--- src/rtl/rgmii_pkg.sv ---
// Shared types, constants and in-band status encoding for the RGMII
// receive-stream generator.
package rgmii_pkg;

    typedef enum logic [2:0] {
        ST_IDLE,
        ST_PREAMBLE,
        ST_DATA,
        ST_ABORT,
        ST_DROP,
        ST_IFG
    } rx_state_e;

    localparam logic [1:0] SPEED_10M  = 2'b00;
    localparam logic [1:0] SPEED_100M = 2'b01;
    localparam logic [1:0] SPEED_1G   = 2'b10;

    localparam logic [3:0] PREAMBLE_NIBBLE = 4'h5;
    localparam logic [3:0] SFD_NIBBLE      = 4'hD;

    typedef struct packed {
        logic       dup;
        logic [1:0] spd;
        logic       link;
    } link_status_t;

    // Reserved speed code 11 is reported as 10M.
    function automatic link_status_t latch_status(input logic       link,
                                                  input logic [1:0] speed,
                                                  input logic       dup);
        link_status_t s;
        s.dup  = dup;
        s.spd  = (speed == 2'b11) ? SPEED_10M : speed;
        s.link = link;
        return s;
    endfunction

    function automatic logic [3:0] idle_nibble(input link_status_t s);
        return {s.dup, s.spd, s.link};
    endfunction

endpackage

--- src/rtl/rgmii_rx_stream_gen.sv ---
// PHY-side RGMII receive-stream generator: frames MAC nibbles with preamble/SFD,
// enforces the inter-frame gap and encodes link status in-band while idle.
module rgmii_rx_stream_gen
    import rgmii_pkg::*;
#(
    parameter int unsigned ADD_PREAMBLE     = 1,
    parameter int unsigned PREAMBLE_NIBBLES = 15,
    parameter int unsigned IFG_NIBBLES      = 24
) (
    input  logic        clk,
    input  logic        rstn,
    input  logic        s_valid,
    output logic        s_ready,
    input  logic [3:0]  s_data,
    input  logic        s_last,
    input  logic        s_err,
    input  logic        link_up,
    input  logic [1:0]  speed,
    input  logic        full_duplex,
    output logic [3:0]  d_rise,
    output logic [3:0]  d_fall,
    output logic        ctl_rise,
    output logic        ctl_fall,
    output logic [15:0] frames_sent,
    output logic [15:0] frames_abort
);

    localparam logic [7:0] PRE_LAST = 8'(PREAMBLE_NIBBLES);
    localparam logic [7:0] IFG_LAST = 8'(IFG_NIBBLES - 1);

    rx_state_e    state_q, state_d;
    link_status_t status_q, status_d, status_in;
    logic [7:0]   cnt_q, cnt_d;
    logic [3:0]   d_q, d_d;
    logic         ctl_r_q, ctl_r_d;
    logic         ctl_f_q, ctl_f_d;
    logic [15:0]  sent_q, sent_d;
    logic [15:0]  abort_q, abort_d;

    always_comb begin
        status_in = latch_status(link_up, speed, full_duplex);
        state_d   = state_q;
        status_d  = status_q;
        cnt_d     = cnt_q;
        d_d       = idle_nibble(status_q);
        ctl_r_d   = 1'b0;
        ctl_f_d   = 1'b0;
        sent_d    = sent_q;
        abort_d   = abort_q;
        s_ready   = 1'b0;

        case (state_q)
            ST_IDLE: begin
                // Status tracks the pins while idle; the frame decision uses the
                // previously latched link bit.
                status_d = status_in;
                d_d      = idle_nibble(status_in);
                cnt_d    = '0;
                if (s_valid) begin
                    if (status_q.link) begin
                        state_d = (ADD_PREAMBLE != 0) ? ST_PREAMBLE : ST_DATA;
                    end else begin
                        state_d = ST_DROP;
                        abort_d = abort_q + 16'd1;
                    end
                end
            end

            ST_PREAMBLE: begin
                ctl_r_d = 1'b1;
                ctl_f_d = 1'b1;
                if (cnt_q == PRE_LAST) begin
                    d_d     = SFD_NIBBLE;
                    state_d = ST_DATA;
                end else begin
                    d_d   = PREAMBLE_NIBBLE;
                    cnt_d = cnt_q + 8'd1;
                end
            end

            ST_DATA: begin
                s_ready = 1'b1;
                ctl_r_d = 1'b1;
                if (s_valid) begin
                    d_d     = s_data;
                    ctl_f_d = ~s_err;
                    if (s_last) begin
                        state_d = ST_IFG;
                        cnt_d   = '0;
                        sent_d  = sent_q + 16'd1;
                    end
                end else begin
                    // Underrun: flag the frame as errored, then swallow the rest.
                    d_d     = '0;
                    ctl_f_d = 1'b0;
                    state_d = ST_ABORT;
                    abort_d = abort_q + 16'd1;
                end
            end

            ST_ABORT, ST_DROP: begin
                s_ready = 1'b1;
                if (s_valid && s_last) begin
                    state_d = ST_IFG;
                    cnt_d   = '0;
                end
            end

            ST_IFG: begin
                if (cnt_q == IFG_LAST) begin
                    state_d = ST_IDLE;
                end else begin
                    cnt_d = cnt_q + 8'd1;
                end
            end

            default: state_d = ST_IDLE;
        endcase
    end

    always_ff @(posedge clk or negedge rstn) begin
        if (!rstn) begin
            state_q  <= ST_IDLE;
            status_q <= '0;
            cnt_q    <= '0;
            d_q      <= '0;
            ctl_r_q  <= 1'b0;
            ctl_f_q  <= 1'b0;
            sent_q   <= '0;
            abort_q  <= '0;
        end else begin
            state_q  <= state_d;
            status_q <= status_d;
            cnt_q    <= cnt_d;
            d_q      <= d_d;
            ctl_r_q  <= ctl_r_d;
            ctl_f_q  <= ctl_f_d;
            sent_q   <= sent_d;
            abort_q  <= abort_d;
        end
    end

    assign d_rise       = d_q;
    assign d_fall       = d_q;
    assign ctl_rise     = ctl_r_q;
    assign ctl_fall     = ctl_f_q;
    assign frames_sent  = sent_q;
    assign frames_abort = abort_q;

endmodule
--- config.mk ---
export PLATFORM = sky130hd
export DESIGN_NAME = rgmii_rx_stream_gen
export DESIGN_NICKNAME = d
export VERILOG_FILES = /design/src/rtl/rgmii_pkg.sv /design/src/rtl/rgmii_rx_stream_gen.sv
export SDC_FILE = /design/constraint.sdc
export NUM_CORES = 1
export LEC_CHECK = 0
export CAP_MARGIN = 30
export CORE_UTILIZATION = 45
export CTS_CLUSTER_DIAMETER = 40
export DETAILED_ROUTE_END_ITERATION = 8
export MAX_ROUTING_LAYER = met4
export PLACE_DENSITY_LB_ADDON = 0.2
export REMOVE_ABC_BUFFERS = 1
export SLEW_MARGIN = 20
export SYNTH_ARGS = -nofsm -noshare
export SYNTH_HDL_FRONTEND = slang
export SYNTH_SLANG_ARGS = --single-unit
export TNS_END_PERCENT = 1
--- constraint.sdc ---
create_clock -name clk -period 5 [get_ports clk]
set_input_delay 0.5 -clock clk [delete_from_list [all_inputs] [get_ports clk]]
set_output_delay 0.5 -clock clk [all_outputs]
set_load 0.02 [all_outputs]
==> results.py <==
metrics = {
    "synth": {
        "async_reset_ff_share_pct": 100,
        "synth_cells": 259,
        "synth_seq_cells": 53,
        "ys.warnings.count": 0,
        "yosysSeqAreaShare_pct": 50.0,
        "synth_edf_count": 0,
        "synth-main-ff-cell": "dfrtp_1",
        "avgSynthCellArea_um2": 10.2,
        "synthTopCellsByArea": "dfrtp_1 50%, xnor2_1 5.6%, xor2_1 4.3%",
        "synth_top_area_share_pct": 50.0,
        "synth_top_cell_by_area": "dfrtp_1",
        "synth_cell_types": 41,
        "netlist_area_mm2": 0.00265,
    },
    "run_status": {
        "status": "complete, no violations",
    },
    "layout": {
        "design_area_mm2": 0.00331,
        "area_growth_pct": 24.6,
        "fillers": 499,
        "multi_input_area_mm2": 0.00122,
        "diodes": 0,
        "seqCellArea_mm2": 0.00133,
        "final_cells": 380,
        "post_route_cells_drive_above_1_share_pct": 7.14,
        "fin_nets": 323,
    },
    "worst_setup_path": {
        "rrSetupSlack_ns": 3.01,
        "endpoint_kind": "output port",
        "worst_r2r_endpoint": "frames_sent[1]",
        "critPathKind": "flip-flop to output port",
        "crit_fanout": 20,
        "reg2reg_depth": 3,
        "crit_path_start": "state_q[1]",
        "cp-start-kind": "flip-flop",
        "cp-endpoint": "s_ready",
        "cp.arrival_ns": 2.10,
        "cp.required_ns": 4.50,
        "reg2reg_from": "state_q[2]",
    },
    "clocking": {
        "cts_root_buf": "clkbuf_8",
        "cts_buffer_depth": 2,
        "cts_resized": 0,
        "h-tree-depth": 2,
        "numCtsBuffers": 5,
        "cts_setup_buffers": 0,
        "cts_hold_buffers": 0,
        "insertion_delay_ns": 0.31,
        "path_clk_slew_ns": 0.10,
        "cts_sinks": 53,
        "cts_tree": "done",
    },
    "global_routing": {
        "gr-total-overflow": 0,
        "grt_usage_pct": 19.7,
        "grt_max_degree": 54,
        "antenna_found_initial": 0,
        "grt_pass1_wl_um": 9320,
        "grt_pass1_vias": 1967,
    },
    "power": {
        "peakVddDrop_v": 0.000213,
        "power_mw": 1.27,
        "power.density_mw_per_mm2": 383,
        "leakage_nw": 1.47,
    },
    "floorplanning": {
        "rows": 27,
        "io_pins": 56,
        "die-area_mm2": 0.00621,
        "core_mm2": 0.00561,
        "die_width_um": 78.8,
        "die_h_um": 78.8,
        "start_util_pct": 47.3,
    },
    "sta": {
        "worst_slew_pin_slew_ns": 0.697,
        "period_needed_ns": 2.60,
        "timing.fmax_mhz": 385,
        "drv_slew": 0,
        "setup_viol": 0,
        "hold_viol": 0,
        "skew_ns": 0.0117,
        "worst_slack_ns": 2.40,
        "relSlewSlack_pct": 53.5,
        "fin_crit_sh_pct": 51.9,
        "rsz0062_at_grt": "false",
        "finalSetupTns_ns": 0,
    },
    "worst_hold_path": {
        "hold_class": "input port to async pin",
    },
    "detailed_routing": {
        "dr.pass1.iters": 4,
        "via_count": 2055,
        "postRouteAntennaNets": 0,
        "drcViolationCount": 0,
        "wire_per_inst_um": 14.2,
        "via_per_inst": 5.41,
        "wirelength_um": 5380,
        "drtIter0Drc": 117,
    },
    "placement": {
        "dp_cells": 372,
        "dp_slack_ns": 2.49,
        "gp_congestion": 0.816,
        "numPortBuffers": 55,
        "hpwlAfterDp_um": 3690,
        "placed_area_mm2": 0.00321,
    },
    "run": {
        "drv_cap": 0,
    },
}
-- registers in the layout, summed over array words and instances, names as in the netlist --
name          cells
frames_abort     16
frames_sent      16
cnt_q             8
d_fall            4
status_q          4
state_q           3
ctl_fall          1
ctl_rise          1
-- how the worst min path moves through the flow --
stage / startpoint / to / slack [ns] / depth (start not counted)
detailed placement: frames_abort[15] / frames_abort[15] / 0.47 / 1
global placement: frames_sent[15] / frames_sent[15] / 0.46 / 1
finish: rstn / frames_abort[2] / 0.30 / 2
CTS: rstn / frames_sent[7] / 0.33 / 2
floorplan: rstn / cnt_q[0] / 0.20 / 0
global route: rstn / frames_sent[15] / 0.37 / 2
-- cell families after synthesis --
kind of cell | count (synthesis) | synth area share, %
buffers and inverters | 21 | 3.92
flip-flops | 53 | 50.0
XOR/XNOR | 30 | 9.91
multiplexers | 8 | 3.30
AND/OR/NAND/NOR | 105 | 22.2
AO/OA/AOI/OAI | 39 | 9.29
adder cells (fa/ha/maj) | 3 | 1.42
-- layout by cell type, fill, tap and decap left out, types with 5 or more instances in the layout --
cell type	netlist	final
clkdlybuf4s50_1	0	54
dfrtp_1	53	53
nand2_1	19	19
xnor2_1	17	17
a21oi_1	15	15
nand3_1	15	15
xor2_1	13	13
nor2_1	12	12
nor3_1	12	12
and3_1	10	10
o21ai_0	10	10
nand4_1	9	9
nand2b_1	6	6
inv_1	6	6
nor2b_1	6	6
mux2_2	6	6
clkbuf_8	0	5
-- cell usage after synthesis (2+ instances only) --
library cell / instances
nor3b_1: 3
nand2b_1: 6
and3_1: 10
xnor2_1: 17
inv_1: 6
nor2_1: 12
nor3_1: 12
mux2i_1: 2
nand2_1: 19
and3b_1: 2
o21ai_0: 10
and2_1: 2
and4_1: 3
a21oi_1: 15
a211o_1: 2
dfrtp_1: 53
ha_1: 3
a21o_1: 3
nand3_1: 15
buf_4: 4
nor2b_1: 6
nor4_1: 2
buf_2: 2
xor2_1: 13
mux2_2: 6
clkbuf_1: 8
nand4_1: 9
-- per-stage QoR --
stage / hold WS, ns / util [%]
6_report: 0.300 / 58.9
3_5_place_dp: 0.467 / 57.3
3_3_place_gp: 0.458 / 57.3
5_1_grt: 0.374 / 58.9
4_1_cts: 0.328 / 58.9
2_1_floorplan: 0.204 / -
-- worst max-delay path, stage by stage (launching register included) --
cell             delay (ns)
dfrtp_1                0.70
inv_1                  0.26
mux2i_1                0.20
clkdlybuf4s50_1        0.63
-- where the power goes --
group / switching (mW) / internal (mW)
logic: 0.205 / 0.205
clock network: 0.149 / 0.0997
registers: 0.0995 / 0.508
-- final cells by class --
class | instances | area share (%)
Clock buffer | 5 | 2.08
Clock inverter | 3 | 0.681
Inverter | 6 | 0.681
Multi-Input combinational cell | 185 | 37.0
Sequential cell | 53 | 40.1
Tap cell | 72 | 2.73
Timing Repair Buffer | 56 | 16.7
-- per-layer routing --
layer | track usage, % | wire length [um] | share of wire, % | vias up
met5 | - | 0 | 0 | -
met4 | 5.56 | 59 | 1.1 | 0
met3 | 3.68 | 253 | 4.7 | 4
met2 | 31.3 | 2530 | 47 | 57
met1 | 25.9 | 2540 | 47 | 992
li1 | - | - | - | 1002
No activity file was read; power rests on OpenSTA's default activity.
